### src/rtl/fetch_queue.sv
// fetch_queue: circular (pc, instr) buffer between the instruction fetch and
// decode stages. It uses a valid/ready handshake on both sides and flushes
// synchronously on a redirect. The head entry is presented split into MIPS
// fields.
// Optional feature: define FETCHQ_BYPASS_EN to forward an offered instruction
// straight to the outputs while the queue is empty (0-cycle latency).
module fetch_queue #(
  parameter int DEPTH = 4,
  parameter int AW    = 2
) (
  input  logic          clk,
  input  logic          rst_n,
  input  logic          in_valid,
  output logic          in_ready,
  input  logic [31:0]   in_pc,
  input  logic [31:0]   in_instr,
  input  logic          flush,
  output logic          out_valid,
  input  logic          out_ready,
  output logic [31:0]   out_pc,
  output logic [5:0]    opcode,
  output logic [4:0]    r_reg1,
  output logic [4:0]    r_reg2,
  output logic [4:0]    w_reg,
  output logic [4:0]    shift,
  output logic [5:0]    funct,
  output logic [15:0]   inst_16bit,
  output logic [31:0]   imm_sext,
  output logic [AW:0]   count
);

  typedef struct packed {
    logic [31:0] pc;
    logic [31:0] instr;
  } entry_t;

  localparam logic [AW:0] FULL = (AW+1)'(DEPTH);

  entry_t          mem_q [DEPTH];
  logic [AW-1:0]   wr_ptr_q, wr_ptr_d;
  logic [AW-1:0]   rd_ptr_q, rd_ptr_d;
  logic [AW:0]     count_q,  count_d;

  logic   empty, byp, push, pop;
  entry_t head;

  assign empty    = (count_q == '0);
  // A full queue refuses even when a pop happens in the same cycle, which
  // keeps in_ready independent of out_ready.
  assign in_ready = (count_q != FULL) && !flush;

`ifdef FETCHQ_BYPASS_EN
  assign byp = empty && in_valid && !flush;
`else
  assign byp = 1'b0;
`endif

  assign out_valid = !empty || byp;
  // A bypassed entry that decode takes right away is never written.
  assign push      = in_valid && in_ready && !(byp && out_ready);
  assign pop       = !empty && out_ready && !flush;

  // Head selection; the fields are forced to zero when nothing is valid.
  always_comb begin
    head = '0;
    if (byp)            head = '{pc: in_pc, instr: in_instr};
    else if (!empty)    head = mem_q[rd_ptr_q];
  end

  assign out_pc     = head.pc;
  assign opcode     = head.instr[31:26];
  assign r_reg1     = head.instr[25:21];
  assign r_reg2     = head.instr[20:16];
  assign w_reg      = head.instr[15:11];
  assign shift      = head.instr[10:6];
  assign funct      = head.instr[5:0];
  assign inst_16bit = head.instr[15:0];
  assign imm_sext   = {{16{head.instr[15]}}, head.instr[15:0]};
  assign count      = count_q;

  // Next-state for pointers and occupancy; flush overrides everything.
  always_comb begin
    wr_ptr_d = wr_ptr_q;
    rd_ptr_d = rd_ptr_q;
    count_d  = count_q;
    if (flush) begin
      wr_ptr_d = '0;
      rd_ptr_d = '0;
      count_d  = '0;
    end else begin
      if (push) wr_ptr_d = wr_ptr_q + AW'(1);
      if (pop)  rd_ptr_d = rd_ptr_q + AW'(1);
      if (push && !pop)      count_d = count_q + (AW+1)'(1);
      else if (pop && !push) count_d = count_q - (AW+1)'(1);
    end
  end

  // Pointer and occupancy registers.
  always_ff @(posedge clk or negedge rst_n) begin
    if (!rst_n) begin
      wr_ptr_q <= '0;
      rd_ptr_q <= '0;
      count_q  <= '0;
    end else begin
      wr_ptr_q <= wr_ptr_d;
      rd_ptr_q <= rd_ptr_d;
      count_q  <= count_d;
    end
  end

  // Entry storage; its contents are meaningless until written, so no reset.
  always_ff @(posedge clk) begin
    if (push) mem_q[wr_ptr_q] <= '{pc: in_pc, instr: in_instr};
  end

endmodule

### config.mk
export PLATFORM = sky130hd
export DESIGN_NAME = fetch_queue
export DESIGN_NICKNAME = d
export VERILOG_FILES = /design/src/rtl/fetch_queue.sv
export SDC_FILE = /design/constraint.sdc
export NUM_CORES = 1
export LEC_CHECK = 0
export ABC_AREA = 1
export BUFFER_PORTS_ARGS = -buffer_cell sky130_fd_sc_hd__buf_2
export CORE_MARGIN = 4
export CORE_UTILIZATION = 55
export DETAILED_ROUTE_END_ITERATION = 8
export HOLD_SLACK_MARGIN = 0.12
export PLACE_DENSITY = 0.79
export SETUP_SLACK_MARGIN = 0.3
export SYNTH_ARGS = -nofsm -noshare
export SYNTH_HDL_FRONTEND = slang
export SYNTH_SLANG_ARGS = --single-unit
### constraint.sdc
create_clock -name clk -period 4.6 [get_ports clk]
set_input_delay 0.92 -clock clk [delete_from_list [all_inputs] [get_ports clk]]
set_output_delay 0.92 -clock clk [all_outputs]
set_load 0.03 [all_outputs]
Word-level counts from Yosys, hierarchy flattened
Memories as Yosys holds them, arrays and structs flattened.
Index checks and enable logic that the tools add are counted.
{"block": "word_totals", "register_bits": 7, "latchBits": 0, "ram_bits": 256, "rom_bits": 0, "input_bits": 69, "out_inout_bits": 117, "word_cells": 33, "mem_count": 1}
{"block": "classes", "addsub": 4, "n_mul": 0, "div": 0, "order_cmp": 0, "eq_ne": 1, "shifts": 0, "n_mux": 10, "n_bitwise": 0, "n_reduce_logical": 14}
{"memory": "mem_q", "depth": 4, "word_bits": 64, "read_ports": 1, "rd_clocked_by_memory_dff": 0, "wr": 1, "line_no": "39", "rtl": "entry_t mem_q [DEPTH];"}
{"operator": "2-to-1 mux 64 bit", "n": 1}
{"operator": "2-to-1 mux 3 bit", "n": 3}
{"operator": "2-to-1 mux 2 bit", "n": 4}
{"operator": "logical AND 1 bit", "n": 6}
{"operator": "adder 2 x 1 -> 2 bit (second input constant)", "n": 2}
{"operator": "logical NOT 1 bit", "n": 4}
{"operator": "nonzero test 2 bit", "n": 2}
{"operator": "adder 3 x 1 -> 3 bit (second input constant)", "n": 1}
{"operator": "logical NOT 3 bit", "n": 1}
{"operator": "inequality test 3 bit (second input constant)", "n": 1}
{"operator": "nonzero test 3 bit", "n": 1}
{"operator": "subtractor 3 x 1 -> 3 bit (second input constant)", "n": 1}
{"operator": "2-to-1 mux 1 bit", "n": 2}

Depth between registers and ports, before layout
Gate-level depths: netlist of run 1.
{"block": "logic_depth", "ltp_word": 8, "mapped_depth": 12, "depth_no_buf": 12}

Least setup slack after synthesis of run 1
No wires, ideal clock.
{"block": "synth_timing", "path_type": "input port to flip-flop", "startpoint": "input port flush", "endpoint": "memory mem_q[0][0] in the netlist's numbering, enable pin", "setup_time_ns": 0.487, "t_arrival_ns": 3.942, "required_ns": 4.113, "path_slack_ns": 0.171, "stages": 3, "path_buffers": 0, "cell_sequence": "inv_1 > nand3_2 > nor2_1"}
{"block": "synth_via", "elab_chain_cells": 5}
{"element": "start, declared", "line_no": "17", "rtl": "input logic flush,"}
{"element": "logical NOT 1 bit", "line_no": "50", "rtl": "assign in_ready = (count_q != FULL) && !flush;"}
{"element": "logical AND 1 bit", "line_no": "50"}
{"element": "logical AND 1 bit", "line_no": "60", "rtl": "assign push = in_valid && in_ready && !(byp && out_ready);"}
{"element": "2-to-1 mux 1 bit", "line_no": "113", "rtl": "if (push) mem_q[wr_ptr_q] <= '{pc: in_pc, instr: in_instr};"}
{"element": "2-to-1 mux 1 bit (implied by the code)", "line_no": "113"}
{"element": "end, declared", "line_no": "39"}
No other way between the ends.

Worst setup path after layout of run 1
{"block": "layout_timing", "startpoint": "register rd_ptr_q[0]", "endpoint": "output port imm_sext[16]"}
{"block": "layout_via", "elab_chain_cells": 2}
{"element": "start, declared", "line_no": "41", "rtl": "logic [AW-1:0] rd_ptr_q, rd_ptr_d;"}
{"element": "start signal, assigned", "line_no": "106", "rtl": "rd_ptr_q <= rd_ptr_d;"}
{"element": "memory read (4 x 64 bit)"}
{"element": "2-to-1 mux 64 bit", "line_no": "67", "rtl": "else if (!empty) head = mem_q[rd_ptr_q];"}
{"element": "end, declared", "line_no": "28", "rtl": "output logic [31:0] imm_sext,"}
No other way between the ends.

==> results.cfg, run 1 <==
[grt]
grt_first_pass_wirelength_mm = 34.6
number_of_global_route_vias_before_repair = 6597
grt.overflow.total = 0
antenna_violations_before_repair = 2
maximum_number_of_pins_on_one_net_before_global_route_repair = 78
grt.total_usage_pct = 19.8

[die]
full_die_area_um2 = 21800
fp.dieW_um = 148
core_um2 = 18900
die-height_um = 148
start_util_pct = 56.7
top_level_ports = 186
num_rows = 50

[synthesis]
synth.yosys.seq_area_share_pct = 73.5
primary_flip_flop_cell_chosen_by_synthesis_mapping = edfxtp_1
syn_area_per_cell_um2 = 12.4
synth_common_cells = nor2_1 (261), edfxtp_1 (256), o21ai_0 (126)
synth_top_area_cell = edfxtp_1
post_synth_main_area_contributors = edfxtp_1 (72%), nor2_1 (9.2%), o21ai_0 (5.9%)
synth_async_sr_flop_share_pct = 2.66
synth.yosys.warnings = 0
ys_seq_elements = 263
synthMostInstantiatedCell = nor2_1
syn_area_um2 = 10700
synth_top_area_share_pct = 71.8
synth_fp_nets = 940
synth_cells = 866
yosysUniqueCellTypes = 21
synth_edf_count = 256

[routing]
mean_routed_wirelength_per_cell_um = 17.4
drt_iter0_drc = 398
drtPass1Iterations = 5
drcViolationCount = 0
detail_route.vias_per_cell = 5.31
wl_mm = 22.2
ant_nets = 0
routed-via-count = 6774

[sta]
final.period_utilization_pct = 83.4
finClkSkew_ps = 14.4
timing.setup.tns_ps = 0
period_needed_ps = 3840
setup_repair_after_global_routing_missed_its_margin = false
relSlewSlack_pct = 35.4
timing.fmax_mhz = 261
finalSetupViolCount = 0
finalHoldViolCount = 0
final_max_slew_viol_count = 0
worst-slew-pin-transition_ps = 969

[clocking]
clock_tree_from_tritoncts = done
root_buffer = clkbuf_16
worst_skew_pair.late_latency_ps = 520
clkSlewWorstSetupHoldPaths_ps = 60
post_cts_buffers = 0
holdBufCountCts = 0
cts_resized = 0
clock_sinks = 263
cts_inserted_buffers = 27
h-tree-depth = 1
clock_path_buffers = 3

[cells_and_area]
multi_input_area_um2 = 2200
antenna_cell_count = 0
fillers = 1461
layout.core_utilization_pct = 65.2
layout-drive-gt1-share_pct = 24.3
area.growth.synth_to_final_pct = 15.2
nNetsFinal = 1070
layout.area.seq_um2 = 7870

[critical_path]
maximum_net_fanout_on_the_critical_path = 66
setup.worst_path.end_class = primary output
arrival_ps = 2920
worstPathRequired_ps = 3680
critical_path_class = flop to primary output
worst_setup_path_start_kind = flop

[placed_design]
buffer_ports.inserted = 185
place.gp.congestion = 0.783
place.detailed.hpwl_mm = 12.9

[power_and_ir_drop]
power-per-cell-area_nw_per_um2 = 641
leakagePower_nw = 4.60
ir_drop_mv = 0.479

[status]
status = finished clean

[run]
drv.max_cap_violation_count = 0

[worst_hold_path]
hp-class = input pin to asynchronous set/reset pin
## registers in the layout, summed over array words and instances (netlist names)
register / cells
wr_ptr_q: 2
count: 3
rd_ptr_q: 2
mem_q: 256
## worst max-delay path, stage by stage (launching register included)
cell and delay (ps):
dfrtp_4 420, buf_4 530, nor2_1 120, nor2_1 120, o21ai_0 100, a21oi_1 740, buf_2 340
## final timing paths
check / end / depth (start not counted) / start / slack, ps
worst max-delay path: imm_sext[16] / 6 / rd_ptr_q[0] / 760
worst min-delay path: count[2] / 1 / rst_n / 250
worst max register to register: mem_q[2][46] / 5 / count[0] / 2200
worst min register to register: count[0] / 1 / count[0] / 530
max in group asynchronous: rd_ptr_q[0] / 1 / rst_n / 4150
min in group clk: count[0] / 1 / count[0] / 530
## cells by family (layout without fill, tap and decap cells)
kind of cell,count (synthesis),after routing,synth area share [%]
flip-flops,263,263,73.5
adder cells (fa/ha/maj),5,5,0.655
buffers and inverters,112,261,6.29
AO/OA/AOI/OAI,200,200,9.35
AND/OR/NAND/NOR,285,285,10.2
XOR/XNOR,1,1,0.0818
## report_power, final
group / switching (mW) / total [mW] / internal [mW]
Sequential: 0.0462 / 2.84 / 2.79
Clock: 0.838 / 2.05 / 1.21
Combinational: 2.30 / 3.01 / 0.710
## layout by cell type, fill, tap and decap left out, drive strengths merged
cell / count
nand2: 18
fa: 1
buf: 197
inv: 16
clkbuf: 38
clkinv: 8
nand3: 5
xnor2: 1
nor2: 262
dfrtp: 7
edfxtp: 256
ha: 4
bufinv: 2
a21oi: 68
o21ai: 132
## layer usage
layer / vias up / global-route usage, % / part of all wire [%]
met4: 4 / 4.94 / 2.0
met3: 44 / 4.54 / 8.1
met1: 3224 / 25.7 / 40
met2: 267 / 34.3 / 49
met5: - / 0 / 0.095
li1: 3235 / - / -
## layout make-up
type,instances,share of cell area [%]
Clock buffer,38,5.90
Clock inverter,10,0.863
Inverter,16,0.497
Multi-Input combinational cell,491,17.8
Sequential cell,263,63.8
Tap cell,260,2.64
Timing Repair Buffer,197,8.45
## through the flow
stage	area, um2	worst slack (ps)	hold WS, ps	total power [mW]	std cells
after global routing	12300	423	237	8.26	1275
after global placement	11500	1350	501	5.88	1227
final	12300	763	246	7.90	1275
after detailed placement	11500	1280	520	5.92	1227
after floorplan	10700	171	515	5.37	866
after CTS	12300	696	234	7.96	1275
Note: power is estimated with default switching activity, not from simulation.
==> run 2: changes to the inputs <==
--- a/config.mk
+++ b/config.mk
@@ -8,10 +8,10 @@
 export ABC_AREA = 1
 export BUFFER_PORTS_ARGS = -buffer_cell sky130_fd_sc_hd__buf_2
 export CORE_MARGIN = 4
-export CORE_UTILIZATION = 55
+export CORE_UTILIZATION = 50
 export DETAILED_ROUTE_END_ITERATION = 8
 export HOLD_SLACK_MARGIN = 0.12
-export PLACE_DENSITY = 0.79
+export PLACE_DENSITY = 0.75
 export SETUP_SLACK_MARGIN = 0.3
 export SYNTH_ARGS = -nofsm -noshare
 export SYNTH_HDL_FRONTEND = slang
==> constraint.sdc (replaced) <==
create_clock -name clk -period 3.15 [get_ports clk]
set_input_delay 0.63 -clock clk [delete_from_list [all_inputs] [get_ports clk]]
set_output_delay 0.63 -clock clk [all_outputs]
set_load 0.03 [all_outputs]
==> results.cfg, run 2 (synthesized netlist as in run 1, its figures left out) <==
[critical_path]
critical_path.top_delay_family = buffers and inverters
worstPathBufferInverterCount = 4
maximum_net_fanout_on_the_critical_path = 31
timing.critical_path.mode_cell = nor2_1
critical_path_class = flop to primary output
critPathSlowestCell = dfrtp_4
crit_path_max_incr_delay_ps = 480
setup.worst_path.end_class = primary output
worstPathCellList = buf_4, buf_12, clkbuf_16, nor2_1, nor2_1, o21ai_0, a21oi_1, buf_2
arrival_ps = 2200
worst_setup_path_start_kind = flop
worstPathRequired_ps = 2520

[clocking]
clock_path_buffers = 3
clock_sinks = 263
cts_inserted_buffers = 26
clkSlewWorstSetupHoldPaths_ps = 60
root_buffer = clkbuf_16
clock_tree_from_tritoncts = done
worst_skew_pair.late_latency_ps = 510
h-tree-depth = 1

[cells_and_area]
layout-drive-gt1-share_pct = 25.5
area.growth.synth_to_final_pct = 17.7
nNetsFinal = 1084
layout.cells.most_common_list = nor2_1 (257), edfxtp_1 (256), buf_2 (181)
number_of_flip_flops_under_the_largest_register_name = 256
post_layout_nonfiller_instances = 1302
top_register = mem_q
layout_commonest_cell = nor2_1

[grt]
antenna_violations_before_repair = 3
grt_first_pass_wirelength_mm = 34.0
grt.total_usage_pct = 17.9
maximum_number_of_pins_on_one_net_before_global_route_repair = 65
grt.overflow.total = 0
number_of_global_route_vias_before_repair = 6369

[power_and_ir_drop]
power-per-cell-area_nw_per_um2 = 919
share_seq_of_total_power_pct = 35.9
leakagePower_nw = 4.70
p_switching_mw = 4.67
ir_drop_mv = 0.620
cell_internal_pwr_mw = 6.91
power.share.switching_pct = 40.4
power_frac_clock_pct = 24.0
comb_power_share_pct = 40.1

[routing]
wl_mm = 22.6
detail_route.vias_per_cell = 5.24
drcViolationCount = 0
routed-via-count = 6826
ant_nets = 0
drtPass1Iterations = 5
mean_routed_wirelength_per_cell_um = 17.3
drt_iter0_drc = 432

[sta]
finClkSkew_ps = 7.57
period_needed_ps = 2830
final_max_slew_viol_count = 0
relSlewSlack_pct = 69.8
worst-slew-pin-transition_ps = 453
final.period_utilization_pct = 89.8
setup_repair_after_global_routing_missed_its_margin = true
timing.setup.tns_ps = 0
finalHoldViolCount = 0
timing.fmax_mhz = 353
holdWs_ps = 324
finalSetupViolCount = 0

[die]
num_rows = 53
fp.dieW_um = 154
top_level_ports = 186
full_die_area_um2 = 23800
start_util_pct = 50.9
die-height_um = 154
core_um2 = 21000

[placed_design]
place.gp.congestion = 0.768
buffer_ports.inserted = 185
placed_cells_incl_taps = 1247
place.detailed.hpwl_mm = 12.6

[status]
status = finished clean

[worst_hold_path]
hp-class = input pin to flop

[run]
drv.max_cap_violation_count = 0
-- run 2: routing by layer --
metal  track usage, %  wire [um]  part of all wire (%)
met1             23.4       9260                    41
met2             30.5      11100                    49
met3             4.31       1820                   8.1
met4             4.29        332                   1.5
met5                0         27                  0.12
-- run 2: cell type report --
cell class / count / area, um2
clock inverters: 14 / 109
well taps: 275 / 344
flip-flops and latches: 263 / 7870
repair buffers: 212 / 1320
diodes: 1 / 2.50
fillers: 1638 / 8430
multi-input cells: 491 / 2220
inverters: 16 / 67.6
clock buffers: 30 / 666
-- run 2: timing repair --
| action | CTS | global route |
|---|---|---|
| resized for setup | 5 | 14 |
| gates cloned | 1 | 1 |
| buffers inserted | 1 | 6 |
| hold endpoints to repair | 7 | 0 |
| endpoints found under the setup margin | 77 | 84 |
| pin swaps | 0 | 2 |
| hold buffers | 1 | 0 |
-- run 2: stage by stage --
step | power, mW | utilization [%] | setup WS (ps) | instance area (um2)
2_1_floorplan | 7.83 | - | 50.0 | 10700
3_3_place_gp | 8.66 | 55.3 | 757 | 11600
3_5_place_dp | 8.71 | 55.3 | 732 | 11600
4_1_cts | 11.6 | 59.3 | 303 | 12500
5_1_grt | 12.1 | 59.9 | 254 | 12600
6_report | 11.6 | 59.9 | 320 | 12600
-- run 2: worst paths after layout --
kind	from	end	slack (ps)	depth (start not counted)
min	in_pc[21]	mem_q[0][53]	320	1
max reg2reg	count[0]	count[2]	1140	11
min in group asynchronous	rst_n	count[0]	490	2
max	rd_ptr_q[0]	out_pc[15]	320	8
min reg2reg	count[0]	count[0]	550	1
max in group asynchronous	rst_n	rd_ptr_q[0]	2480	2
-- run 2: power groups by stage --
stage	registers (mW)	logic [mW]	clock network [mW]
final	4.15	4.65	2.78
after global routing	4.17	4.97	3.00
after CTS	4.16	4.55	2.85
after detailed placement	4.25	4.46	0
after global placement	4.24	4.43	0
after floorplan	4.24	3.59	0
==> run 3: changes to the inputs <==
--- a/config.mk
+++ b/config.mk
@@ -6,12 +6,12 @@
 export NUM_CORES = 1
 export LEC_CHECK = 0
 export ABC_AREA = 1
-export BUFFER_PORTS_ARGS = -buffer_cell sky130_fd_sc_hd__buf_2
 export CORE_MARGIN = 4
-export CORE_UTILIZATION = 50
+export CORE_UTILIZATION = 55
 export DETAILED_ROUTE_END_ITERATION = 8
+export DONT_BUFFER_PORTS = 1
 export HOLD_SLACK_MARGIN = 0.12
-export PLACE_DENSITY = 0.75
+export PLACE_DENSITY = 0.73
 export SETUP_SLACK_MARGIN = 0.3
 export SYNTH_ARGS = -nofsm -noshare
 export SYNTH_HDL_FRONTEND = slang
==> results.cfg, run 3 (synthesized netlist as in run 1, its figures left out) <==
[cells_and_area]
layout.core_utilization_pct = 65.0
layout-drive-gt1-share_pct = 17.4
area.growth.synth_to_final_pct = 14.8
nNetsFinal = 967
top_register = mem_q
multi_input_area_um2 = 2270
antenna_cell_count = 0
layout.area.seq_um2 = 7870
post_layout_nonfiller_instances = 1170
layout.cells.most_common_list = nor2_1 (256), edfxtp_1 (256), o21ai_0 (124)
fillers = 1345
number_of_flip_flops_under_the_largest_register_name = 256

[clocking]
root_buffer = clkbuf_16
clkSlewWorstSetupHoldPaths_ps = 60
clock_sinks = 263
clock_tree_from_tritoncts = done
worst_skew_pair.late_latency_ps = 530
clock_path_buffers = 3
h-tree-depth = 1
cts_inserted_buffers = 26

[critical_path]
r2r-start = count[1]
worstPathCellList = clkinv_2, buf_12, o21ai_1, a21oi_4, buf_12
worst_r2r_endpoint = count[2]
critical_path.top_delay_family = buffers and inverters
worst_setup_path_endpoint = imm_sext[27]
cp_num_cells = 5
worstPathBufferInverterCount = 3
setup.worst_path.end_class = primary output
ff2ff_setup_slack_ps = 1030
arrival_ps = 2160
critPathSlowestCell = dfrtp_4
maximum_net_fanout_on_the_critical_path = 34
crit_path_max_incr_delay_ps = 550
worst_setup_path_startpoint = rd_ptr_q[0]
worst_setup_path_start_kind = flop
critical_path_class = flop to primary output
worstPathRequired_ps = 2520
worstRegToRegCells = 11
timing.critical_path.mode_cell = buf_12

[routing]
drtPass1Iterations = 5
mean_routed_wirelength_per_cell_um = 19.0
ant_nets = 0
drcViolationCount = 0
detail_route.vias_per_cell = 5.49
wl_mm = 22.2
routed-via-count = 6421
drt_iter0_drc = 343

[grt]
number_of_global_route_vias_before_repair = 6461
grt.overflow.total = 0
grt.total_usage_pct = 20.3
maximum_number_of_pins_on_one_net_before_global_route_repair = 62
antenna_violations_before_repair = 0
grt_first_pass_wirelength_mm = 35.1

[sta]
setup_repair_after_global_routing_missed_its_margin = true
final_max_slew_viol_count = 0
finClkSkew_ps = 21.7
period_needed_ps = 2790
final.period_utilization_pct = 88.7
relSlewSlack_pct = 43.3
timing.setup.tns_ps = 0
worst-slew-pin-transition_ps = 850
timing.fmax_mhz = 358
finalHoldViolCount = 0
finalSetupViolCount = 0
setup_ws_ps = 355

[die]
full_die_area_um2 = 21800
start_util_pct = 56.7
core_um2 = 18900
top_level_ports = 186
fp.dieW_um = 148
num_rows = 50
die-height_um = 148

[placed_design]
buffer_ports.inserted = 0
place.gp.congestion = 0.809
placed_cells_incl_taps = 1116
place.detailed.hpwl_mm = 12.9
dp_worst_setup_slack_ps = 562

[status]
status = finished clean

[power_and_ir_drop]
ir_drop_mv = 0.786
power-per-cell-area_nw_per_um2 = 961
leakagePower_nw = 4.28

[worst_hold_path]
hp-class = input pin to flop

[run]
drv.max_cap_violation_count = 0
==> run 3: changes by cell type in the layout (fill, tap and decap cells not counted), moves of 3 or more <==
cell / delta
a21oi_2: +13
dfrtp_1: -3
clkbuf_4: -3
buf_2: -181
buf_6: +3
buf_4: +59
buf_12: +9
a21oi_1: -13
clkinv_1: +3
==> run 3: cell type report <==
class                      count  area share [%]
clock buffer                  32            5.48
clock inverter                13           0.947
inverter                      16           0.560
multi-input combinational    491            18.5
sequential                   263            64.1
tap                          260            2.65
timing repair buffer          95            7.77
==> run 3: repair_timing <==
item,CTS,global route
gates resized for setup,7,9
hold endpoints to repair,7,0
pin swaps,1,1
cloned,1,0
endpoints found under the setup margin,112,73
hold buffers,1,0
buffers inserted,5,2
==> run 3: how the worst min path moves through the flow <==
| stage | start | to | slack (ps) | cells past startpoint |
|---|---|---|---|---|
| after CTS | in_pc[2] | mem_q[1][34] | 170 | 0 |
| after detailed placement | rst_n | count[0] | 330 | 0 |
| final | in_pc[11] | mem_q[1][43] | 190 | 0 |
| after floorplan | rst_n | count[0] | 330 | 0 |
| after global routing | in_pc[12] | mem_q[0][44] | 160 | 0 |
| after global placement | rst_n | count[0] | 330 | 0 |
==> run 3: power by group <==
part	switching [mW]	internal [mW]
Sequential	0.114	4.08
Clock	1.20	1.67
Combinational	3.33	1.41
==> run 3: through the flow <==
step	cell area, um2	total power, mW	hold slack, ps
after floorplan	10700	7.83	334
after global placement	11400	8.83	335
after detailed placement	11400	8.89	335
after CTS	12200	11.9	169
after global routing	12300	12.4	163
final	12300	11.8	191
==> run 3: layer usage <==
layer  part of all wire, %  global-route usage [%]
met1                    40                    26.2
met2                    50                    35.1
met3                   8.3                    4.81
met4                   1.8                    4.57
met5                     0                       0
